[src/rtl/multi_pipeline_mixer_if.sv]
`default_nettype none
// ============================================================================
//  Module      : multi_pipeline_mixer_if
//  Description : Sample, gain-control and crossfade signals between the
//                codec side, the pipeline bank and multi_pipeline_mixer.
//  Revision    : 1.0 - initial release
// ============================================================================
interface multi_pipeline_mixer_if #(
    parameter int DATA_WIDTH  = 16,
    parameter int N_PIPELINES = 4,
    parameter int SEL_WIDTH   = 2
);
    logic signed [DATA_WIDTH-1:0]             in_sample;
    logic                                     in_sample_valid;
    logic signed [DATA_WIDTH-1:0]             in_sample_out;
    logic                                     in_sample_ready;
    logic        [N_PIPELINES*DATA_WIDTH-1:0] out_samples_in;
    logic                                     out_samples_valid;
    logic signed [DATA_WIDTH-1:0]             out_sample;
    logic                                     out_sample_ready;
    logic signed [DATA_WIDTH-1:0]             data_in;
    logic                                     set_input_gain;
    logic                                     set_output_gain;
    logic                                     swap_pipelines;
    logic        [SEL_WIDTH-1:0]              swap_target;
    logic                                     pipelines_swapping;
    logic        [SEL_WIDTH-1:0]              current_pipeline;

    // Controller / sample source side
    modport master (
        output in_sample, in_sample_valid, out_samples_in, out_samples_valid,
               data_in, set_input_gain, set_output_gain, swap_pipelines, swap_target,
        input  in_sample_out, in_sample_ready, out_sample, out_sample_ready,
               pipelines_swapping, current_pipeline
    );

    // Mixer side
    modport slave (
        input  in_sample, in_sample_valid, out_samples_in, out_samples_valid,
               data_in, set_input_gain, set_output_gain, swap_pipelines, swap_target,
        output in_sample_out, in_sample_ready, out_sample, out_sample_ready,
               pipelines_swapping, current_pipeline
    );
endinterface
`default_nettype wire

[src/rtl/multi_pipeline_mixer.sv]
`default_nettype none
// ============================================================================
//  Module      : multi_pipeline_mixer
//  Description : Saturating input gain stage plus N-way crossfading output
//                mixer with output gain. One time-shared multiplier per path.
//                Optional macro MULTI_PIPELINE_MIXER_SOFT_GAIN_EN makes gain
//                writes glide toward their new value instead of jumping.
//  Revision    : 1.0 - initial release
// ============================================================================
module multi_pipeline_mixer #(
    parameter int DATA_WIDTH  = 16,
    parameter int GAIN_SHIFT  = 4,
    parameter int N_PIPELINES = 4,
    parameter int SEL_WIDTH   = 2,
    parameter int FADE_SHIFT  = 7
) (
    input  wire logic             clk,
    input  wire logic             reset,
    multi_pipeline_mixer_if.slave bus
);
    localparam int c_frac   = DATA_WIDTH - 1 - GAIN_SHIFT;
    localparam int c_prod_w = 2 * DATA_WIDTH;
    localparam logic signed [DATA_WIDTH-1:0] c_unity = DATA_WIDTH'(1 << c_frac);
    localparam logic signed [DATA_WIDTH-1:0] c_step  = DATA_WIDTH'((1 << c_frac) >> FADE_SHIFT);
    localparam logic signed [DATA_WIDTH-1:0] c_max   = {1'b0, {(DATA_WIDTH-1){1'b1}}};
    localparam logic signed [DATA_WIDTH-1:0] c_min   = {1'b1, {(DATA_WIDTH-1){1'b0}}};

    typedef enum logic [2:0] {
        ST_IDLE     = 3'd0,
        ST_IN_MUL   = 3'd1,
        ST_IN_SAT   = 3'd2,
        ST_OUT_MUL  = 3'd3,
        ST_OUT_SUM  = 3'd4,
        ST_OUT_GAIN = 3'd5,
        ST_GAP      = 3'd6
    } state_t;

    state_t r_state, w_state_nxt;

    // Product >>> c_frac (floor), clamped to the sample range
    function automatic logic signed [DATA_WIDTH-1:0] sat_prod(input logic signed [c_prod_w-1:0] p);
        logic signed [c_prod_w-1:0]   s;
        logic [c_prod_w-DATA_WIDTH:0] top;
        s   = p >>> c_frac;
        top = s[c_prod_w-1:DATA_WIDTH-1];
        if ((&top) || !(|top)) return s[DATA_WIDTH-1:0];
        else if (s[c_prod_w-1]) return c_min;
        else return c_max;
    endfunction

    // Clamp a one-bit-wider sum to the sample range
    function automatic logic signed [DATA_WIDTH-1:0] sat_sum(input logic [DATA_WIDTH:0] v);
        if (v[DATA_WIDTH] == v[DATA_WIDTH-1]) return v[DATA_WIDTH-1:0];
        else if (v[DATA_WIDTH]) return c_min;
        else return c_max;
    endfunction

    // Effective gains
    logic signed [DATA_WIDTH-1:0] r_in_gain, r_out_gain;

    // Crossfade state
    logic [SEL_WIDTH-1:0]         r_current, r_target, r_pend;
    logic                         r_pend_v, r_swapping;
    logic signed [DATA_WIDTH-1:0] r_gcur, r_gtgt;

    // Input path
    logic signed [DATA_WIDTH-1:0] r_in_x, r_in_g, r_in_out;
    logic signed [c_prod_w-1:0]   r_in_prod;
    logic                         r_in_ready;

    // Output path
    logic signed [DATA_WIDTH-1:0] r_ch_a, r_ch_b, r_g_a, r_g_b, r_og;
    logic signed [DATA_WIDTH-1:0] r_part_a, r_sum, r_out;
    logic                         r_out_ready;

    logic signed [DATA_WIDTH-1:0] w_ch [N_PIPELINES];
    logic signed [DATA_WIDTH-1:0] w_mul_x, w_mul_y, w_out_sat;
    logic signed [c_prod_w-1:0]   w_out_prod;
    logic        [DATA_WIDTH:0]   w_sum_wide;
    logic                         w_accept_in, w_accept_out, w_start, w_fade_step, w_req_ok;

    generate
        for (genvar k = 0; k < N_PIPELINES; k++) begin : g_unpack
            assign w_ch[k] = bus.out_samples_in[k*DATA_WIDTH +: DATA_WIDTH];
        end
    endgenerate

    assign w_accept_in  = (r_state == ST_IDLE) && bus.in_sample_valid;
    assign w_accept_out = (r_state == ST_IDLE) && !bus.in_sample_valid && bus.out_samples_valid;
    assign w_start      = (r_state == ST_IDLE) && !r_swapping && r_pend_v;
    assign w_fade_step  = w_accept_in && r_swapping;
    // A request for the already-selected pipeline only matters while a fade is running
    assign w_req_ok     = bus.swap_pipelines && (int'(bus.swap_target) < N_PIPELINES) &&
                          (r_swapping || (bus.swap_target != r_current));

    // State register
    always_ff @(posedge clk) begin
        if (reset) r_state <= ST_IDLE;
        else       r_state <= w_state_nxt;
    end

    // Next-state logic: input wins over output when both strobe together
    always_comb begin
        w_state_nxt = r_state;
        case (r_state)
            ST_IDLE: begin
                if (bus.in_sample_valid)        w_state_nxt = ST_IN_MUL;
                else if (bus.out_samples_valid) w_state_nxt = ST_OUT_MUL;
            end
            ST_IN_MUL:   w_state_nxt = ST_IN_SAT;
            ST_IN_SAT:   w_state_nxt = ST_GAP;
            ST_OUT_MUL:  w_state_nxt = ST_OUT_SUM;
            ST_OUT_SUM:  w_state_nxt = ST_OUT_GAIN;
            ST_OUT_GAIN: w_state_nxt = ST_GAP;
            default:     w_state_nxt = ST_IDLE;
        endcase
    end

    // Output-path multiplier operand select: channel A, channel B, then output gain
    always_comb begin
        w_mul_x = r_ch_a;
        w_mul_y = r_g_a;
        case (r_state)
            ST_OUT_SUM:  begin w_mul_x = r_ch_b; w_mul_y = r_g_b; end
            ST_OUT_GAIN: begin w_mul_x = r_sum;  w_mul_y = r_og;  end
            default:     ;
        endcase
    end

    assign w_out_prod = w_mul_x * w_mul_y;
    assign w_out_sat  = sat_prod(w_out_prod);
    assign w_sum_wide = {r_part_a[DATA_WIDTH-1], r_part_a} + {w_out_sat[DATA_WIDTH-1], w_out_sat};

    // Datapath: operands are captured in IDLE so later gain writes do not disturb a sample in flight
    always_ff @(posedge clk) begin
        if (reset) begin
            r_in_x      <= '0;
            r_in_g      <= '0;
            r_in_prod   <= '0;
            r_in_out    <= '0;
            r_in_ready  <= 1'b0;
            r_ch_a      <= '0;
            r_ch_b      <= '0;
            r_g_a       <= '0;
            r_g_b       <= '0;
            r_og        <= '0;
            r_part_a    <= '0;
            r_sum       <= '0;
            r_out       <= '0;
            r_out_ready <= 1'b0;
        end else begin
            r_in_ready  <= 1'b0;
            r_out_ready <= 1'b0;
            if (w_accept_in) begin
                r_in_x <= bus.in_sample;
                r_in_g <= r_in_gain;
            end
            if (r_state == ST_IN_MUL) r_in_prod <= r_in_x * r_in_g;
            if (r_state == ST_IN_SAT) begin
                r_in_out   <= sat_prod(r_in_prod);
                r_in_ready <= 1'b1;
            end
            if (w_accept_out) begin
                r_ch_a <= w_ch[r_current];
                r_ch_b <= w_ch[r_target];
                r_g_a  <= r_gcur;
                r_g_b  <= r_gtgt;
                r_og   <= r_out_gain;
            end
            if (r_state == ST_OUT_MUL) r_part_a <= w_out_sat;
            if (r_state == ST_OUT_SUM) r_sum    <= sat_sum(w_sum_wide);
            if (r_state == ST_OUT_GAIN) begin
                r_out       <= w_out_sat;
                r_out_ready <= 1'b1;
            end
        end
    end

    // Swap request latch and crossfade stepping (one step per accepted input sample)
    always_ff @(posedge clk) begin
        if (reset) begin
            r_current  <= '0;
            r_target   <= '0;
            r_pend     <= '0;
            r_pend_v   <= 1'b0;
            r_swapping <= 1'b0;
            r_gcur     <= c_unity;
            r_gtgt     <= '0;
        end else begin
            if (w_start) begin
                r_target   <= r_pend;
                r_swapping <= 1'b1;
                r_pend_v   <= 1'b0;
            end
            // A fresh request lands after the start so it becomes the next pending fade
            if (w_req_ok) begin
                r_pend   <= bus.swap_target;
                r_pend_v <= 1'b1;
            end
            if (w_fade_step) begin
                if (r_gcur <= c_step) begin
                    r_current  <= r_target;
                    r_gcur     <= c_unity;
                    r_gtgt     <= '0;
                    r_swapping <= 1'b0;
                end else begin
                    r_gcur <= r_gcur - c_step;
                    r_gtgt <= r_gtgt + c_step;
                end
            end
        end
    end

`ifdef MULTI_PIPELINE_MIXER_SOFT_GAIN_EN
    logic signed [DATA_WIDTH-1:0] r_in_gain_tgt, r_out_gain_tgt;

    // Move one step toward the target, landing exactly on it for the last step
    function automatic logic signed [DATA_WIDTH-1:0] step_toward(
        input logic signed [DATA_WIDTH-1:0] cur,
        input logic signed [DATA_WIDTH-1:0] tgt
    );
        logic signed [DATA_WIDTH:0] diff;
        diff = $signed({tgt[DATA_WIDTH-1], tgt}) - $signed({cur[DATA_WIDTH-1], cur});
        if (diff > $signed({1'b0, c_step}))       return cur + c_step;
        else if (diff < -$signed({1'b0, c_step})) return cur - c_step;
        else                                      return tgt;
    endfunction

    // Gain writes set targets; effective gains glide per accepted input sample
    always_ff @(posedge clk) begin
        if (reset) begin
            r_in_gain      <= c_unity;
            r_out_gain     <= c_unity;
            r_in_gain_tgt  <= c_unity;
            r_out_gain_tgt <= c_unity;
        end else begin
            if (bus.set_input_gain)  r_in_gain_tgt  <= bus.data_in;
            if (bus.set_output_gain) r_out_gain_tgt <= bus.data_in;
            if (w_accept_in) begin
                r_in_gain  <= step_toward(r_in_gain, r_in_gain_tgt);
                r_out_gain <= step_toward(r_out_gain, r_out_gain_tgt);
            end
        end
    end
`else
    // Gain writes load the effective gains directly
    always_ff @(posedge clk) begin
        if (reset) begin
            r_in_gain  <= c_unity;
            r_out_gain <= c_unity;
        end else begin
            if (bus.set_input_gain)  r_in_gain  <= bus.data_in;
            if (bus.set_output_gain) r_out_gain <= bus.data_in;
        end
    end
`endif

    assign bus.in_sample_out      = r_in_out;
    assign bus.in_sample_ready    = r_in_ready;
    assign bus.out_sample         = r_out;
    assign bus.out_sample_ready   = r_out_ready;
    assign bus.pipelines_swapping = r_swapping;
    assign bus.current_pipeline   = r_current;

endmodule
`default_nettype wire

[src/flat_wrapper.sv]
// flat-port wrapper written by rule: the top's interface ports become plain ports
module multi_pipeline_mixer_flat 
#(
    parameter int DATA_WIDTH  = 16,
    parameter int GAIN_SHIFT  = 4,
    parameter int N_PIPELINES = 4,
    parameter int SEL_WIDTH   = 2,
    parameter int FADE_SHIFT  = 7
)
  (clk, reset, bus_in_sample, bus_in_sample_valid, bus_out_samples_in, bus_out_samples_valid, bus_data_in, bus_set_input_gain, bus_set_output_gain, bus_swap_pipelines, bus_swap_target, bus_in_sample_out, bus_in_sample_ready, bus_out_sample, bus_out_sample_ready, bus_pipelines_swapping, bus_current_pipeline);
  multi_pipeline_mixer_if #(.DATA_WIDTH(DATA_WIDTH), .N_PIPELINES(N_PIPELINES), .SEL_WIDTH(SEL_WIDTH)) bus_i ();
  input  wire logic clk;
  input  wire logic reset;
  input wire logic [$bits(bus_i.in_sample)-1:0] bus_in_sample;
  input wire logic [$bits(bus_i.in_sample_valid)-1:0] bus_in_sample_valid;
  input wire logic [$bits(bus_i.out_samples_in)-1:0] bus_out_samples_in;
  input wire logic [$bits(bus_i.out_samples_valid)-1:0] bus_out_samples_valid;
  input wire logic [$bits(bus_i.data_in)-1:0] bus_data_in;
  input wire logic [$bits(bus_i.set_input_gain)-1:0] bus_set_input_gain;
  input wire logic [$bits(bus_i.set_output_gain)-1:0] bus_set_output_gain;
  input wire logic [$bits(bus_i.swap_pipelines)-1:0] bus_swap_pipelines;
  input wire logic [$bits(bus_i.swap_target)-1:0] bus_swap_target;
  output wire logic [$bits(bus_i.in_sample_out)-1:0] bus_in_sample_out;
  output wire logic [$bits(bus_i.in_sample_ready)-1:0] bus_in_sample_ready;
  output wire logic [$bits(bus_i.out_sample)-1:0] bus_out_sample;
  output wire logic [$bits(bus_i.out_sample_ready)-1:0] bus_out_sample_ready;
  output wire logic [$bits(bus_i.pipelines_swapping)-1:0] bus_pipelines_swapping;
  output wire logic [$bits(bus_i.current_pipeline)-1:0] bus_current_pipeline;
  assign bus_i.in_sample = bus_in_sample;
  assign bus_i.in_sample_valid = bus_in_sample_valid;
  assign bus_i.out_samples_in = bus_out_samples_in;
  assign bus_i.out_samples_valid = bus_out_samples_valid;
  assign bus_i.data_in = bus_data_in;
  assign bus_i.set_input_gain = bus_set_input_gain;
  assign bus_i.set_output_gain = bus_set_output_gain;
  assign bus_i.swap_pipelines = bus_swap_pipelines;
  assign bus_i.swap_target = bus_swap_target;
  assign bus_in_sample_out = bus_i.in_sample_out;
  assign bus_in_sample_ready = bus_i.in_sample_ready;
  assign bus_out_sample = bus_i.out_sample;
  assign bus_out_sample_ready = bus_i.out_sample_ready;
  assign bus_pipelines_swapping = bus_i.pipelines_swapping;
  assign bus_current_pipeline = bus_i.current_pipeline;
  multi_pipeline_mixer #(.DATA_WIDTH(DATA_WIDTH), .GAIN_SHIFT(GAIN_SHIFT), .N_PIPELINES(N_PIPELINES), .SEL_WIDTH(SEL_WIDTH), .FADE_SHIFT(FADE_SHIFT)) u_core (.clk(clk), .reset(reset), .bus(bus_i));
endmodule
[config.mk]
export PLATFORM = sky130hd
export DESIGN_NAME = multi_pipeline_mixer_flat
export DESIGN_NICKNAME = d
export VERILOG_FILES = /design/src/rtl/multi_pipeline_mixer_if.sv /design/src/rtl/multi_pipeline_mixer.sv /design/src/flat_wrapper.sv
export SDC_FILE = /design/constraint.sdc
export NUM_CORES = 2
export LEC_CHECK = 0
export ABC_AREA = 1
export BUFFER_PORTS_ARGS = -buffer_cell sky130_fd_sc_hd__buf_2
export CORE_MARGIN = 1.5
export CORE_UTILIZATION = 36
export DETAILED_ROUTE_END_ITERATION = 16
export GPL_TIMING_DRIVEN = 0
export PLACE_DENSITY_LB_ADDON = 0.3
export SKIP_LAST_GASP = 1
export SYNTH_ARGS = -nofsm -noshare
export SYNTH_HDL_FRONTEND = slang
export SYNTH_SLANG_ARGS = --single-unit
export TNS_END_PERCENT = 5
[constraint.sdc]
create_clock -name clk -period 25.8 [get_ports clk]
set_clock_uncertainty 0.2 [all_clocks]
set_input_delay 5.16 -clock clk [delete_from_list [all_inputs] [get_ports clk]]
set_output_delay 5.16 -clock clk [all_outputs]
set_load 0.05 [all_outputs]
==> impl_metrics.py <==
metrics = {
    "worst_setup_path": {
        "cp_max_fo": 10,
        "critPathTopFamily": "simple AND/OR/NAND/NOR gates",
        "cp_num_buf_inv": 9,
        "cp.required_ps": 26100,
        "cp-end-kind": "flop",
        "critPathLaunchType": "flop",
        "path_class": "reg2reg",
        "critical_path.max_stage_delay_ps": 980,
        "cp.arrival_ps": 11910,
        "worst_path_most_repeated_cell": "nand2_1",
        "slowest_stage": "a21oi_1",
    },
    "cts": {
        "cts_tree": "yes",
        "clkSinkCount": 258,
        "cts_resized": 0,
        "clk_path_buf_depth": 3,
        "cts_hold_buf": 0,
        "clk_pin_slew_ps": 60,
        "h-tree-depth": 1,
        "clkLatencyLatePin_ps": 580,
        "post_cts_buffers": 0,
        "cts_buffers": 29,
        "cts_root_buf": "clkbuf_16",
    },
    "logic_synthesis": {
        "ys_types": 52,
        "netlist.area_leader.share_pct": 33.0,
        "synth_area_sq_mm": 0.0317,
        "synth_area_leader_cell": "fa_1",
        "seq_area_frac_synth_pct": 16.3,
        "yosysMostFrequentCell": "inv_1",
        "synth-seq-cells": 258,
        "synth_edf_count": 0,
        "async_flop_share_pct": 0,
        "syn_inst": 4048,
        "ys_warn_count": 0,
        "mappedNetlistNets": 4853,
        "netlist_top_cells_area": "fa_1 (33%), dfxtp_1 (16%), inv_1 (11%), nand2_1 (7.8%), ha_1 (7.0%)",
        "yosys-top-cells-count": "inv_1 (947), nand2_1 (657), fa_1 (523), nor2_1 (349), a21oi_1 (285)",
        "synthFlopType": "dfxtp_1",
        "avgSynthCellArea_sq_um": 7.83,
    },
    "grt": {
        "grt_pass1_wl_mm": 153,
        "antenna_found_initial": 2,
        "grt.overflow.total": 0,
        "grt_usage_pct": 21.9,
        "grt_max_degree": 16,
        "grt_pass1_vias": 26752,
    },
    "timing": {
        "slew-limit-headroom_pct": 7.26,
        "drv_slew": 0,
        "grt_setup_unrepaired": "no",
        "max_freq_mhz": 86.2,
        "finalSetupTns_ps": 0,
        "period_share_pct": 45.0,
        "period_minus_slack_ps": 11600,
        "fin_ws_ps": 14200,
        "hold_viol": 0,
        "worstMarginPinSlew_ps": 1390,
        "finalSetupViolCount": 0,
    },
    "detailed_routing": {
        "drt_wl_total_mm": 97.0,
        "first_iter_violations": 1904,
        "postRouteAntennaNets": 0,
        "drc_errors": 0,
        "vias": 26467,
        "via_per_inst": 4.90,
        "post_drt_wl_per_cell_microns": 18.0,
        "drtPass1Iterations": 7,
    },
    "power_and_ir_drop": {
        "ir_drop_mv": 0.0634,
        "sw_frac_of_total_pct": 50.9,
        "power_switching_uw": 1190,
        "combinationalPowerShare_pct": 59.6,
        "clkPwrFrac_pct": 18.4,
        "cellPowerDensity_mw_per_mm2": 67.3,
        "seqPwrFrac_pct": 22.0,
        "leakagePower_uw": 0.0168,
        "p_int_uw": 1150,
    },
    "floorplanning": {
        "die_area_sq_mm": 0.0899,
        "die_h_microns": 300,
        "core_sq_mm": 0.0870,
        "chipWidth_microns": 300,
        "start_util_pct": 36.4,
        "core.rowCount": 108,
        "ios": 142,
    },
    "placed_design": {
        "pre_cts_slack_ps": 14430,
        "postPlaceCellArea_sq_mm": 0.0339,
        "place_hpwl_mm": 81.3,
        "place_congestion": 0.962,
        "portBuffers": 141,
    },
    "cells_and_area": {
        "design_area_sq_mm": 0.0349,
        "area_growth_syn_to_layout_pct": 9.93,
        "multi_input_area_sq_mm": 0.0222,
        "regArea_sq_mm": 0.00516,
        "fillers": 9090,
        "final_layout_size_suffix_gt1_share_pct": 6.95,
        "fin_nets": 5025,
    },
    "run": {
        "maxCapViolCount": 0,
    },
    "outcome": {
        "status": "finished clean",
    },
    "min_path": {
        "min_path_type": "reg2reg",
    },
}
## through the flow
step	hold WS (ps)	util, %	power, uW	instances
6_report	261	40.1	2340	5399
5_1_grt	265	40.1	2520	5398
4_1_cts	255	40.1	2340	5398
3_5_place_dp	245	38.9	1900	5344
3_3_place_gp	243	38.9	1890	5344
2_1_floorplan	224	-	1470	4048
## logic make-up after synthesis
| kind of cell | after synthesis | share of synthesized area, % |
|---|---|---|
| buffers and inverters | 1152 | 13.8 |
| flip-flops | 258 | 16.3 |
| AO/OA/AOI/OAI | 698 | 12.4 |
| adder cells (fa/ha/maj) | 700 | 40.0 |
| XOR/XNOR | 72 | 1.99 |
| AND/OR/NAND/NOR | 1168 | 15.5 |
## worst min-delay path, cell delays in order, from the launching register on
cell and delay (ps):
dfxtp_1 300, inv_1 60, a21oi_1 60
## layout make-up
type | instances | area share, %
Clock buffer | 43 | 2.46
Tap cell | 1155 | 4.15
Multi-Input combinational cell | 2638 | 63.6
Sequential cell | 258 | 14.8
Antenna cell | 1 | 0.00718
Inverter | 975 | 10.5
Buffer | 177 | 2.07
Timing Repair Buffer | 141 | 2.02
Clock inverter | 11 | 0.391
## worst paths after layout
| path | from | to | slack [ps] | cells past startpoint |
|---|---|---|---|---|
| setup reg to reg | u_core.r_state[0] | u_core.r_sum[3] | 14200 | 53 |
| hold reg to reg | u_core.r_og[7] | u_core.r_og[7] | 260 | 2 |
| hold / removal | u_core.r_og[7] | u_core.r_og[7] | 260 | 2 |
| setup / recovery | u_core.r_state[0] | u_core.r_sum[3] | 14200 | 53 |
## cells in the final DEF (no fill, tap or decap), drive strengths merged, types with 17 or more instances in the layout
| cell type | Yosys | final |
|---|---|---|
| inv | 963 | 965 |
| nand2 | 698 | 698 |
| fa | 523 | 523 |
| nor2 | 353 | 353 |
| a21oi | 309 | 309 |
| dfxtp | 258 | 258 |
| o21ai | 243 | 243 |
| clkbuf | 164 | 207 |
| ha | 177 | 177 |
| buf | 11 | 152 |
| a211oi | 65 | 65 |
| nand3 | 60 | 60 |
| xor2 | 40 | 40 |
| xnor2 | 32 | 32 |
| a21o | 18 | 18 |
| nor3 | 18 | 18 |
| clkinv | 12 | 17 |
## per-layer routing
| metal | vias to the layer above | part of all wire (%) | GRT usage (%) | wire length [microns] |
|---|---|---|---|---|
| met1 | 12831 | 47 | 32.5 | 45900 |
| li1 | 12580 | - | - | - |
| met2 | 916 | 42 | 32.9 | 41000 |
| met4 | 2 | 2.9 | 5.80 | 2800 |
| met5 | - | 0.011 | 0 | 11 |
| met3 | 138 | 7.5 | 3.62 | 7300 |
## registers in the layout (all words and copies together) (netlist names)
name                           count
u_core.r_pend_v                    1
u_core.r_sum                      16
u_core.bus.pipelines_swapping      1
u_core.r_in_x                     16
u_core.r_out_gain                 16
u_core.r_gcur                     12
u_core.r_og                       16
u_core.r_pend                      2
u_core.r_target                    2
u_core.bus.current_pipeline        2
u_core.r_g_a                      12
u_core.r_ch_b                     16
u_core.r_in_prod                  21
u_core.r_state                     3
u_core.r_in_gain                  16
u_core.r_in_g                     16
u_core.bus.out_sample             16
u_core.r_g_b                      12
u_core.r_gtgt                     12
u_core.bus.in_sample_ready         1
u_core.bus.in_sample_out          16
u_core.r_part_a                   16
u_core.bus.out_sample_ready        1
u_core.r_ch_a                     16
## power groups by stage
| stage | sequential [uW] | clock, uW | combinational, uW |
|---|---|---|---|
| floorplan | 552 | 0 | 917 |
| global placement | 522 | 0 | 1370 |
| detailed placement | 523 | 0 | 1370 |
| CTS | 515 | 437 | 1380 |
| global route | 523 | 454 | 1540 |
| finish | 516 | 432 | 1400 |
Power figures use the tool's default switching activity.
